`config.mk`:
```
export PLATFORM = sky130hd
export DESIGN_NAME = bcd_down_counter
export DESIGN_NICKNAME = d
export VERILOG_FILES = /design/src/rtl/bcd_pkg.sv /design/src/rtl/bcd_down_digit.sv /design/src/rtl/bcd_down_counter.sv
export SDC_FILE = /design/constraint.sdc
export NUM_CORES = 1
export LEC_CHECK = 0
export ABC_CLOCK_PERIOD_IN_PS = 3200
export BUFFER_PORTS_ARGS = -buffer_cell sky130_fd_sc_hd__buf_4
export CAP_MARGIN = 20
export CORE_AREA = 2 2 46 57
export CTS_CLUSTER_SIZE = 20
export DETAILED_ROUTE_END_ITERATION = 7
export DIE_AREA = 0 0 48 59
export PLACE_DENSITY = 0.48
export SLEW_MARGIN = 20
export SYNTH_ARGS = -nofsm -noshare
export SYNTH_HDL_FRONTEND = slang
export SYNTH_SLANG_ARGS = --single-unit
```
`constraint.sdc`:
```
create_clock -name clk -period 3.2 [get_ports clk]
set_input_delay 0.8 -clock clk [delete_from_list [all_inputs] [get_ports clk]]
set_output_delay 0.8 -clock clk [all_outputs]
set_load 0.02 [all_outputs]
```
`src/rtl/bcd_pkg.sv`:
```
// Shared BCD digit constants and helpers for the decade counter family.
package bcd_pkg;

    localparam logic [3:0] BCD_MAX    = 4'd9;
    localparam logic [3:0] BCD_ZERO   = 4'd0;
    localparam int         MAX_DIGITS = 8;
    localparam int         MAX_WIDTH  = 4 * MAX_DIGITS;

    // Clamp a nibble into the legal decimal range 0..9.
    function automatic logic [3:0] bcd_sanitize(input logic [3:0] digit);
        return (digit > BCD_MAX) ? BCD_MAX : digit;
    endfunction

    // True when a nibble is not a legal decimal digit.
    function automatic logic bcd_is_bad(input logic [3:0] digit);
        return digit > BCD_MAX;
    endfunction

    // True when every digit of a packed BCD vector (zero-extended to the widest counter) is 0.
    function automatic logic bcd_is_zero(input logic [MAX_WIDTH-1:0] vec);
        return vec == '0;
    endfunction

endpackage

```
`src/rtl/bcd_down_digit.sv`:
```
// One decade digit of the cascaded down-counter: parallel load, decrement on dec_in,
// wrap 0 -> 9 and borrow into the next digit.
module bcd_down_digit
    import bcd_pkg::*;
(
    input  logic       clk,
    input  logic       rst,
    input  logic       load,
    input  logic [3:0] load_d,
    input  logic       dec_in,
    output logic [3:0] digit,
    output logic       borrow_out
);

    // Digit register: load wins over decrement; load_d arrives already clamped to 0..9.
    always_ff @(posedge clk or negedge rst) begin
        if (!rst) begin
            digit <= BCD_ZERO;
        end else if (load) begin
            digit <= load_d;
        end else if (dec_in) begin
            digit <= (digit == BCD_ZERO) ? BCD_MAX : (digit - 4'd1);
        end
    end

    // A decrement that lands on a zero digit must be taken from the next digit up.
    assign borrow_out = dec_in & (digit == BCD_ZERO);

endmodule

```
`src/rtl/bcd_down_counter.sv`:
```
// Cascaded multi-digit BCD down-counter with parallel load, optional auto-reload,
// a one-cycle terminal-count pulse and a sticky bad-digit flag for the last load.
module bcd_down_counter
    import bcd_pkg::*;
#(
    parameter int DIGITS      = 2,
    parameter bit AUTO_RELOAD = 1'b0
) (
    input  logic                clk,
    input  logic                rst,
    input  logic                en,
    input  logic                load,
    input  logic [4*DIGITS-1:0] load_val,
    output logic [4*DIGITS-1:0] count,
    output logic                zero,
    output logic                tc,
    output logic                err
);

    localparam int W = 4 * DIGITS;

    logic [W-1:0]         load_clean;
    logic [DIGITS-1:0]    load_bad;
    logic [W-1:0]         reload_q;
    logic [W-1:0]         digit_d;
    logic                 digit_load;
    logic                 reload_now;
    logic [DIGITS-1:0]    dec_in;
    logic [DIGITS-1:0]    borrow;
    logic                 borrow_unused;
    logic [MAX_WIDTH-1:0] count_ext;

    // Clamp each incoming digit to 9 and note which ones were out of range.
    always_comb begin
        load_clean = '0;
        load_bad   = '0;
        for (int i = 0; i < DIGITS; i++) begin
            load_clean[4*i +: 4] = bcd_sanitize(load_val[4*i +: 4]);
            load_bad[i]          = bcd_is_bad(load_val[4*i +: 4]);
        end
    end

    // Widen the count so the shared zero/one decode works for any digit count.
    always_comb begin
        count_ext        = '0;
        count_ext[W-1:0] = count;
    end

    assign zero = bcd_is_zero(count_ext);

    // Reload only happens on an enabled cycle at zero with no explicit load competing.
    assign reload_now = AUTO_RELOAD & en & ~load & zero;
    assign digit_load = load | reload_now;
    assign digit_d    = load ? load_clean : reload_q;

    // Decrement enters at digit 0 only when there is something left to count.
    assign dec_in[0] = en & ~load & ~zero;

    for (genvar g = 0; g < DIGITS - 1; g++) begin : g_chain
        assign dec_in[g+1] = borrow[g];
    end

    // The top digit never borrows because decrement is gated off at zero.
    assign borrow_unused = borrow[DIGITS-1];

    for (genvar g = 0; g < DIGITS; g++) begin : g_digit
        bcd_down_digit u_digit (
            .clk        (clk),
            .rst        (rst),
            .load       (digit_load),
            .load_d     (digit_d[4*g +: 4]),
            .dec_in     (dec_in[g]),
            .digit      (count[4*g +: 4]),
            .borrow_out (borrow[g])
        );
    end

    // Reload value, sticky error and terminal-count pulse; tc fires only when a
    // decrement takes the count from 0..01 to 0, so it can never last two cycles.
    always_ff @(posedge clk or negedge rst) begin
        if (!rst) begin
            reload_q <= '0;
            err      <= 1'b0;
            tc       <= 1'b0;
        end else if (load) begin
            reload_q <= load_clean;
            err      <= |load_bad;
            tc       <= 1'b0;
        end else begin
            tc       <= dec_in[0] & (count_ext == MAX_WIDTH'(1));
        end
    end

endmodule

```
* After elaboration in Yosys (flattened, before gate mapping)
Index checks and enable logic that the tools add are counted.
Word-level totals: output and inout bits 11, input bits 12, register bits 10
Operators by class: add/sub/neg operators 2, equal/unequal tests 1, reduce and logical (&&, ||, !) cells 6, $lt $le $gt $ge 2, multiplexer cells 9, bitwise logic cells 6
Operators by type and width (count):
- $logic_not 32->1 | 1
- $mux 4 | 8
- $eq 8x1->1 const B | 1
- $gt 4x4->1 const B | 2
- $logic_not 4->1 | 2
- $sub 4x1->4 const B | 2
- $and 1x1->1 | 4
- $reduce_bool 2->1 | 2
- $not 1->1 | 2
- $reduce_or 2->1 | 1
- $mux 1 | 1

* Depth between registers and ports, before layout
Gate-level depths: netlist of the first run.
word-level depth 6, depth in mapped cells 4, mapped depth without buffers 4

* By module
Synthesis of the first run repeated with hierarchy kept, for this count alone.
Second synthesis, totals: cell total of the unflattened synthesis 84, area total of the unflattened synthesis 907.1 um2
Modules (own cells, without submodules):
- bcd_down_digit | instances 2, area an instance 231.5 um2, cells an instance 22, sequential area each 100.1 um2
- bcd_down_counter | instances 1, area an instance 444.2 um2, cells an instance 40, sequential area each 250.2 um2

* Worst setup path before layout of the first run
Ideal clock, no wire load.
path type register -> output, from reg g_digit[1].u_digit.digit[0], to out zero, data arrival time 1.753 ns, stages on the path, launching flop included 4, path slack 0.647 ns, cells stage by stage dfrtp_1 > or4_4 > or4_4 > nor2_1
Between the ends: cells in the longest elaborated chain, start to end 1
RTL lines:
- start: declaration | RTL line bcd_down_digit.sv:11 | output logic [3:0] digit,
- start signal: assignment | RTL line bcd_down_digit.sv:20 | digit <= load_d;
- start signal: assignment | RTL line bcd_down_digit.sv:22 | digit <= (digit == BCD_ZERO) ? BCD_MAX : (digit - 4'd1);
- $logic_not 32->1 | RTL line bcd_pkg.sv:21 | return vec == '0;
- end: declaration | RTL line bcd_down_counter.sv:15 | output logic zero,
No other way between the ends.

* Worst setup path in the final report of the first run
from reg g_digit[1].u_digit.digit[1], to out zero
Same word-level chain as after synthesis.

==> metrics.csv, run 1 <==
stage,metric,value,unit
run_status,status,completed,
setup_path,arrival,1.92,ns
grt,grt_overflow,0,
setup_path,cp.required,2.40,ns
yosys,yosys-top-cells-count,"dfrtp_1, o21ai_0, nand2_1, nor2_1, a21oi_1",
hold_path,min_path_type,primary input to async pin,
timing,hold_violations,0,
die,io_pins,23,
clock_tree,cts_tree,yes,
yosys,ys_ff_latch,10,
setup_path,reg2reg_setup_slack,1.52,ns
pwr,p_int,0.254,mW
timing,skew,0.00361,ns
grt,grt_max_degree,20,
timing,fmax,368,MHz
pwr,ir_drop,228,µV
setup_path,critPathMaxStageDelay,0.53,ns
yosys,postSynthCellCount,62,
pwr,clkPwrFrac,31.2,%
die,coreArea,0.00226,mm²
pwr,power_density,470,mW/mm²
setup_path,r2r_end,g_digit[0].u_digit.digit[0]$_DFFE_PN0P_,
timing,rsz0062_at_grt,no,
die,rows,19,
clock_tree,htreeDepth,1,
pwr,p_leak,0.345,nW
clock_tree,cts-root-buf,clkbuf_4,
grt,grtUsageTotal,11.4,%
setup_path,reg2reg_depth,4,
clock_tree,cts_resized,0,
grt,grt_pass1_wl,2270,µm
final_layout,stdcell_count,117,
pwr,p_switching,0.114,mW
die,die_w,48,µm
final_layout,drive_above_1_share,34.9,%
clock_tree,clock-sinks,10,
detailed_routing,initialDrtViolationCount,7,
setup_path,crit_type,flip-flop to primary output,
final_layout,area_growth_syn_to_layout,42.3,%
timing,tns,0,ns
final_layout,fin_nets,99,
die,initial_utilization,24.4,%
detailed_routing,antenna_left,0,
pwr,p_comb_share,26.4,%
grt,antenna_found_initial,0,
pwr,seq_power_share,42.4,%
detailed_routing,drc,0,
die,die_y,59,µm
timing,whs,0.353,ns
final_layout,fill_cells,230,
timing,worst_pin_slew,0.351,ns
timing,setup_viol,0,
timing,period_minus_slack,2.72,ns
detailed_routing,viasPerCell,4.63,
yosys,yosysUniqueCellTypes,23,
yosys,synthArstFlopShare,100,%
timing,slew_headroom,76.4,%
setup_path,cp_max_fo,5,
placement,hpwl,1060,µm
yosys,synth_top_area_cell,dfrtp_1,
yosys,synth_warnings,0,
yosys,syn-cell-area,551,µm²
setup_path,end_kind,primary output,
final_layout,antenna_cells,0,
clock_tree,clock_path_buffers,2,
timing,slew_violations,0,
yosys,ys_seq_area_share,45.5,%
yosys,synth_top_cell_area_share,45.5,%
placement,dp_cells,113,
timing,min_period_over_period,85.0,%
job,cap_violations,0,
die,dieArea,0.00283,mm²
final_layout,final_area,783,µm²
detailed_routing,via_count,542,
clock_tree,postCtsHoldBufs,0,
yosys,synth_fp_nets,74,
placement,place_area,747,µm²
yosys,ys.flop_type,dfrtp_1,
pwr,switching_share,30.9,%
placement,portBuffers,22,
setup_path,crit_path_frequent_cell,or4_4,
detailed_routing,routedWlPerCell,11.7,µm
clock_tree,cts_setup_buffers,0,
yosys,avgSynthCellArea,8.88,µm²
detailed_routing,first_pass_iters,3,
setup_path,slowest_stage,or4_4,
yosys,synth_edf_count,0,
clock_tree,clk-insertion-delay-late,0.26,ns
placement,routabilityCongestion,0.759,
detailed_routing,finalWirelength,1370,µm
setup_path,cp-start-kind,flip-flop,
clock_tree,cts_made_buffers,3,
final_layout,post-route-util,34.7,%
yosys,synth.area.top_cells,"dfrtp_1, o21ai_0, or4_4",
setup_path,cp_cell_sequence,"or4_4, or4_4, nor2_1, buf_4",
setup_path,reg2reg_from,g_digit[1].u_digit.digit[1]$_DFFE_PN0P_,
clock_tree,path_clk_slew,0.07,ns
grt,grt_pass1_vias,536,
[worst max-delay path: cells and delay by family, from the launching register on]
kind                   cells  cell delay, ns
flip-flops                 1            0.43
AND/OR/NAND/NOR            3            1.08
buffers and inverters      1            0.14
[metrics by stage]
| stage | power [mW] | worst slack (ns) |
|---|---|---|
| 2_1_floorplan | 0.211 | 0.647 |
| 3_3_place_gp | 0.258 | 0.777 |
| 3_5_place_dp | 0.257 | 0.769 |
| 4_1_cts | 0.375 | 0.464 |
| 5_1_grt | 0.394 | 0.409 |
| 6_report | 0.368 | 0.479 |
[routing by layer]
layer	up-vias	track usage [%]	part of all wire [%]
li1	274	-	-
met1	250	15.5	49
met2	16	16.4	45
met3	2	2.74	5.3
met4	0	5.79	1.1
met5	-	0	0
[flip-flops by register name, summed over array words and instances, names as in the netlist]
signal	cells
tc	1
g_digit.u_digit.digit	8
err	1
[power by group through the flow]
stage	registers (mW)	logic (mW)	clock network (mW)
final	0.156	0.0972	0.115
after CTS	0.156	0.0990	0.120
after global placement	0.158	0.0992	0
after floorplan	0.172	0.0383	0
after global routing	0.160	0.108	0.127
after detailed placement	0.159	0.0989	0
[cell usage in the layout, fill, tap and decap left out, drive strengths merged]
cell type / netlist / layout
or4: 2 / 2
a22oi: 2 / 2
nand3: 1 / 1
a32oi: 1 / 1
o21ai: 10 / 10
a31oi: 1 / 1
buf: 0 / 22
nand2b: 3 / 3
nor2: 5 / 5
nor3b: 2 / 2
a2bb2oi: 1 / 1
nand2: 5 / 5
a21oi: 4 / 4
nor2b: 2 / 2
nand3b: 2 / 2
o211ai: 1 / 1
dfrtp: 10 / 10
or3b: 1 / 1
nor3: 2 / 2
nor4: 1 / 1
a211o: 1 / 1
clkbuf: 2 / 4
inv: 3 / 3
[area by class of cell]
| type | count | area, µm² | area share (%) |
|---|---|---|---|
| Clock buffer | 4 | 36.3 | 4.63 |
| Timing Repair Buffer | 22 | 165 | 21.1 |
| Tap cell | 31 | 38.8 | 4.95 |
| Inverter | 3 | 11.3 | 1.44 |
| Sequential cell | 10 | 250 | 31.9 |
| Multi-Input combinational cell | 47 | 282 | 35.9 |
[worst max path at each step]
stage / startpoint / to / slack (ns) / cells after the start
after global placement: g_digit[1].u_digit.digit[0]$_DFFE_PN0P_ / zero / 0.78 / 4
final: g_digit[1].u_digit.digit[1]$_DFFE_PN0P_ / zero / 0.48 / 4
after global routing: g_digit[1].u_digit.digit[0]$_DFFE_PN0P_ / zero / 0.41 / 4
after floorplan: g_digit[1].u_digit.digit[0]$_DFFE_PN0P_ / zero / 0.65 / 3
after detailed placement: g_digit[1].u_digit.digit[1]$_DFFE_PN0P_ / zero / 0.77 / 4
after CTS: g_digit[1].u_digit.digit[0]$_DFFE_PN0P_ / zero / 0.46 / 4
[kinds of logic (layout without fill, tap and decap cells)]
family	after synthesis	after routing	share of synthesized area, %
and+or+nand+nor	26	26	28.4
AOI/OAI and AO/OA	21	21	22.7
DFF	10	10	45.5
buffers and inverters	5	29	3.41
(Power assumes the default switching activity.)
==> inputs of run 2 (changes only) <==
--- a/config.mk
+++ b/config.mk
@@ -6,7 +6,7 @@
 export NUM_CORES = 1
 export LEC_CHECK = 0
 export ABC_CLOCK_PERIOD_IN_PS = 3200
-export BUFFER_PORTS_ARGS = -buffer_cell sky130_fd_sc_hd__buf_4
+export BUFFER_PORTS_ARGS = -buffer_cell sky130_fd_sc_hd__buf_2
 export CAP_MARGIN = 20
 export CORE_AREA = 2 2 46 57
 export CTS_CLUSTER_SIZE = 20
==> run 2 against run 1 <==
Sequential power about the same. Critical path depth unchanged. Via count increased by 1.1%. Critical path type unchanged. Clock-buffer cell count unchanged. Global-route usage decreased by 0.20 points. Utilization decreased by 2.4 points. Worst setup slack got worse by 0.011 ns. Sequential share of layout area increased by 2.4 points. Highest routed layer unchanged. Combinational power decreased by 12%. Wire length increased by 1.8%.
==> metrics.csv, run 2 (synthesis gave the netlist of run 1 again) <==
stage,metric,value,unit,change
grt,grtUsageMet1,12.9,%,was 15.5%
final_layout,fill_cells,252,,was 230
die,rows,19,,unchanged
clock_tree,postCtsHoldBufs,0,,unchanged
final_layout,largestRegisters,"g_digit.u_digit.digit x8, err x1, tc x1",,unchanged
setup_path,crit_path_frequent_cell,or4_4,,unchanged
setup_path,cp-start-kind,flip-flop,,unchanged
setup_path,critPathMaxStageDelay,0.54,ns,was 0.53 ns
detailed_routing,antenna_left,0,,unchanged
grt,grt.busiest_layer,met2,,unchanged
detailed_routing,routedWlPerCell,11.9,µm,was 11.7 µm
timing,setup_viol,0,,unchanged
grt,met2_usage,17.7,%,was 16.4%
setup_path,cp.buffers_inverters,1,,unchanged
setup_path,end_kind,primary output,,unchanged
detailed_routing,finalWirelength,1390,µm,was 1370 µm
run_status,status,completed,,unchanged
final_layout,largest_register_ff_count,8,,unchanged
grt,grt_pass1_wl,2180,µm,was 2270 µm
setup_path,cp_max_fo,5,,unchanged
setup_path,arrival,1.93,ns,was 1.92 ns
pwr,ir_drop,260,µV,was 228 µV
placement,place_area,692,µm²,was 747 µm²
pwr,p_leak,0.329,nW,was 0.345 nW
clock_tree,clk-insertion-delay-late,0.26,ns,about the same
setup_path,crit_type,flip-flop to primary output,,unchanged
placement,routabilityCongestion,0.753,,was 0.759
die,die_y,59,µm,unchanged
final_layout,fin_nets,99,,unchanged
timing,tns,0,ns,unchanged
placement,portBuffers,22,,unchanged
setup_path,cp_cell_sequence,"or4_4, or4_4, nor2_1, buf_2",,"was or4_4, or4_4, nor2_1, buf_4"
clock_tree,cts_tree,yes,,unchanged
timing,rsz0062_at_grt,no,,unchanged
detailed_routing,initialDrtViolationCount,8,,was 7
die,initial_utilization,24.4,%,unchanged
die,io_pins,23,,unchanged
timing,setup_ws,0.468,ns,was 0.479 ns
clock_tree,cts_setup_buffers,0,,unchanged
clock_tree,htreeDepth,1,,unchanged
grt,grtUsageTotal,11.2,%,was 11.4%
final_layout,area_growth_syn_to_layout,32.3,%,was 42.3%
clock_tree,cts_made_buffers,3,,unchanged
pwr,power_density,491,mW/mm²,was 470 mW/mm²
timing,slew_violations,0,,unchanged
setup_path,slowest_stage,or4_4,,unchanged
clock_tree,path_clk_slew,0.07,ns,about the same
clock_tree,cts_resized,0,,unchanged
hold_path,min_path_type,primary input to async pin,,unchanged
timing,skew,0.00470,ns,was 0.00361 ns
placement,dp_worst_setup_slack,0.746,ns,was 0.769 ns
job,cap_violations,0,,unchanged
die,dieArea,0.00283,mm²,unchanged
final_layout,antenna_cells,0,,unchanged
clock_tree,clock_path_buffers,2,,unchanged
grt,grt_overflow,0,,unchanged
detailed_routing,viasPerCell,4.68,,was 4.63
setup_path,cp.required,2.40,ns,about the same
grt,antenna_found_initial,0,,unchanged
final_layout,layout_common_cells,"buf_2, o21ai_0, dfrtp_1",,"was buf_4, o21ai_0, dfrtp_1"
final_layout,drive_above_1_share,34.9,%,unchanged
timing,hold_violations,0,,unchanged
timing,period_minus_slack,2.73,ns,was 2.72 ns
clock_tree,clock-sinks,10,,unchanged
die,die_w,48,µm,unchanged
grt,use_met3,2.74,%,unchanged
final_layout,top_register,g_digit.u_digit.digit,,unchanged
clock_tree,cts-root-buf,clkbuf_4,,unchanged
detailed_routing,first_pass_iters,4,,was 3
final_layout,final_area,728,µm²,was 783 µm²
final_layout,final_common_cell,buf_2,,was buf_4
grt,grt_max_degree,20,,unchanged
timing,slew_headroom,74.7,%,was 76.4%
detailed_routing,drc,0,,unchanged
die,coreArea,0.00226,mm²,unchanged
detailed_routing,via_count,548,,was 542
timing,worst_pin_slew,0.376,ns,was 0.351 ns
grt,grt_pass1_vias,553,,was 536
pwr,totalPowerFinal,0.357,mW,was 0.368 mW
timing,min_period_over_period,85.4,%,was 85.0%
setup_path,crit_family,simple AND/OR/NAND/NOR gates,,unchanged
timing,fmax,366,MHz,was 368 MHz
[run 2: cell counts in the layout (fill, tap and decap cells not counted)]
No cell type changed its count.
[run 2: final timing paths]
path	from	to	slack, ns	cells after the start
setup / recovery	g_digit[1].u_digit.digit[0]$_DFFE_PN0P_	zero	0.47	4
hold / removal	rst	g_digit[1].u_digit.digit[0]$_DFFE_PN0P_	0.38	1
setup reg to reg	g_digit[1].u_digit.digit[0]$_DFFE_PN0P_	g_digit[0].u_digit.digit[0]$_DFFE_PN0P_	1.52	4
min in group clk	err$_DFFE_PN0P_	err$_DFFE_PN0P_	0.54	2
hold reg to reg	err$_DFFE_PN0P_	err$_DFFE_PN0P_	0.54	2
max in group asynchronous	rst	g_digit[0].u_digit.digit[2]$_DFFE_PN0P_	2.62	1
[run 2: area by class of cell]
type / instances / area, µm² / share of cell area (%)
inverters: 3 / 11.3 / 1.55
multi-input cells: 47 / 282 / 38.7
well taps: 31 / 38.8 / 5.33
clock buffers: 4 / 36.3 / 4.98
repair buffers: 22 / 110 / 15.1
flip-flops and latches: 10 / 250 / 34.4
[run 2: stage by stage]
| stage | cells | hold WS (ns) | util, % |
|---|---|---|---|
| 2_1_floorplan | 62 | 0.504 | - |
| 3_3_place_gp | 113 | 0.521 | 30.6 |
| 3_5_place_dp | 113 | 0.530 | 30.6 |
| 4_1_cts | 117 | 0.384 | 32.2 |
| 5_1_grt | 117 | 0.381 | 32.2 |
| 6_report | 117 | 0.385 | 32.2 |
[run 2: where the power goes]
part / internal (mW) / leakage [nW] / total [mW] / switching (mW)
Clock: 0.0690 / 0.0210 / 0.116 / 0.0468
Combinational: 0.0346 / 0.185 / 0.0856 / 0.0511
Sequential: 0.139 / 0.123 / 0.156 / 0.0164
[run 2: metal layers]
metal	vias up	routed length, µm
li1	277	-
met3	2	59
met5	-	0
met4	0	12
met1	255	652
met2	14	669
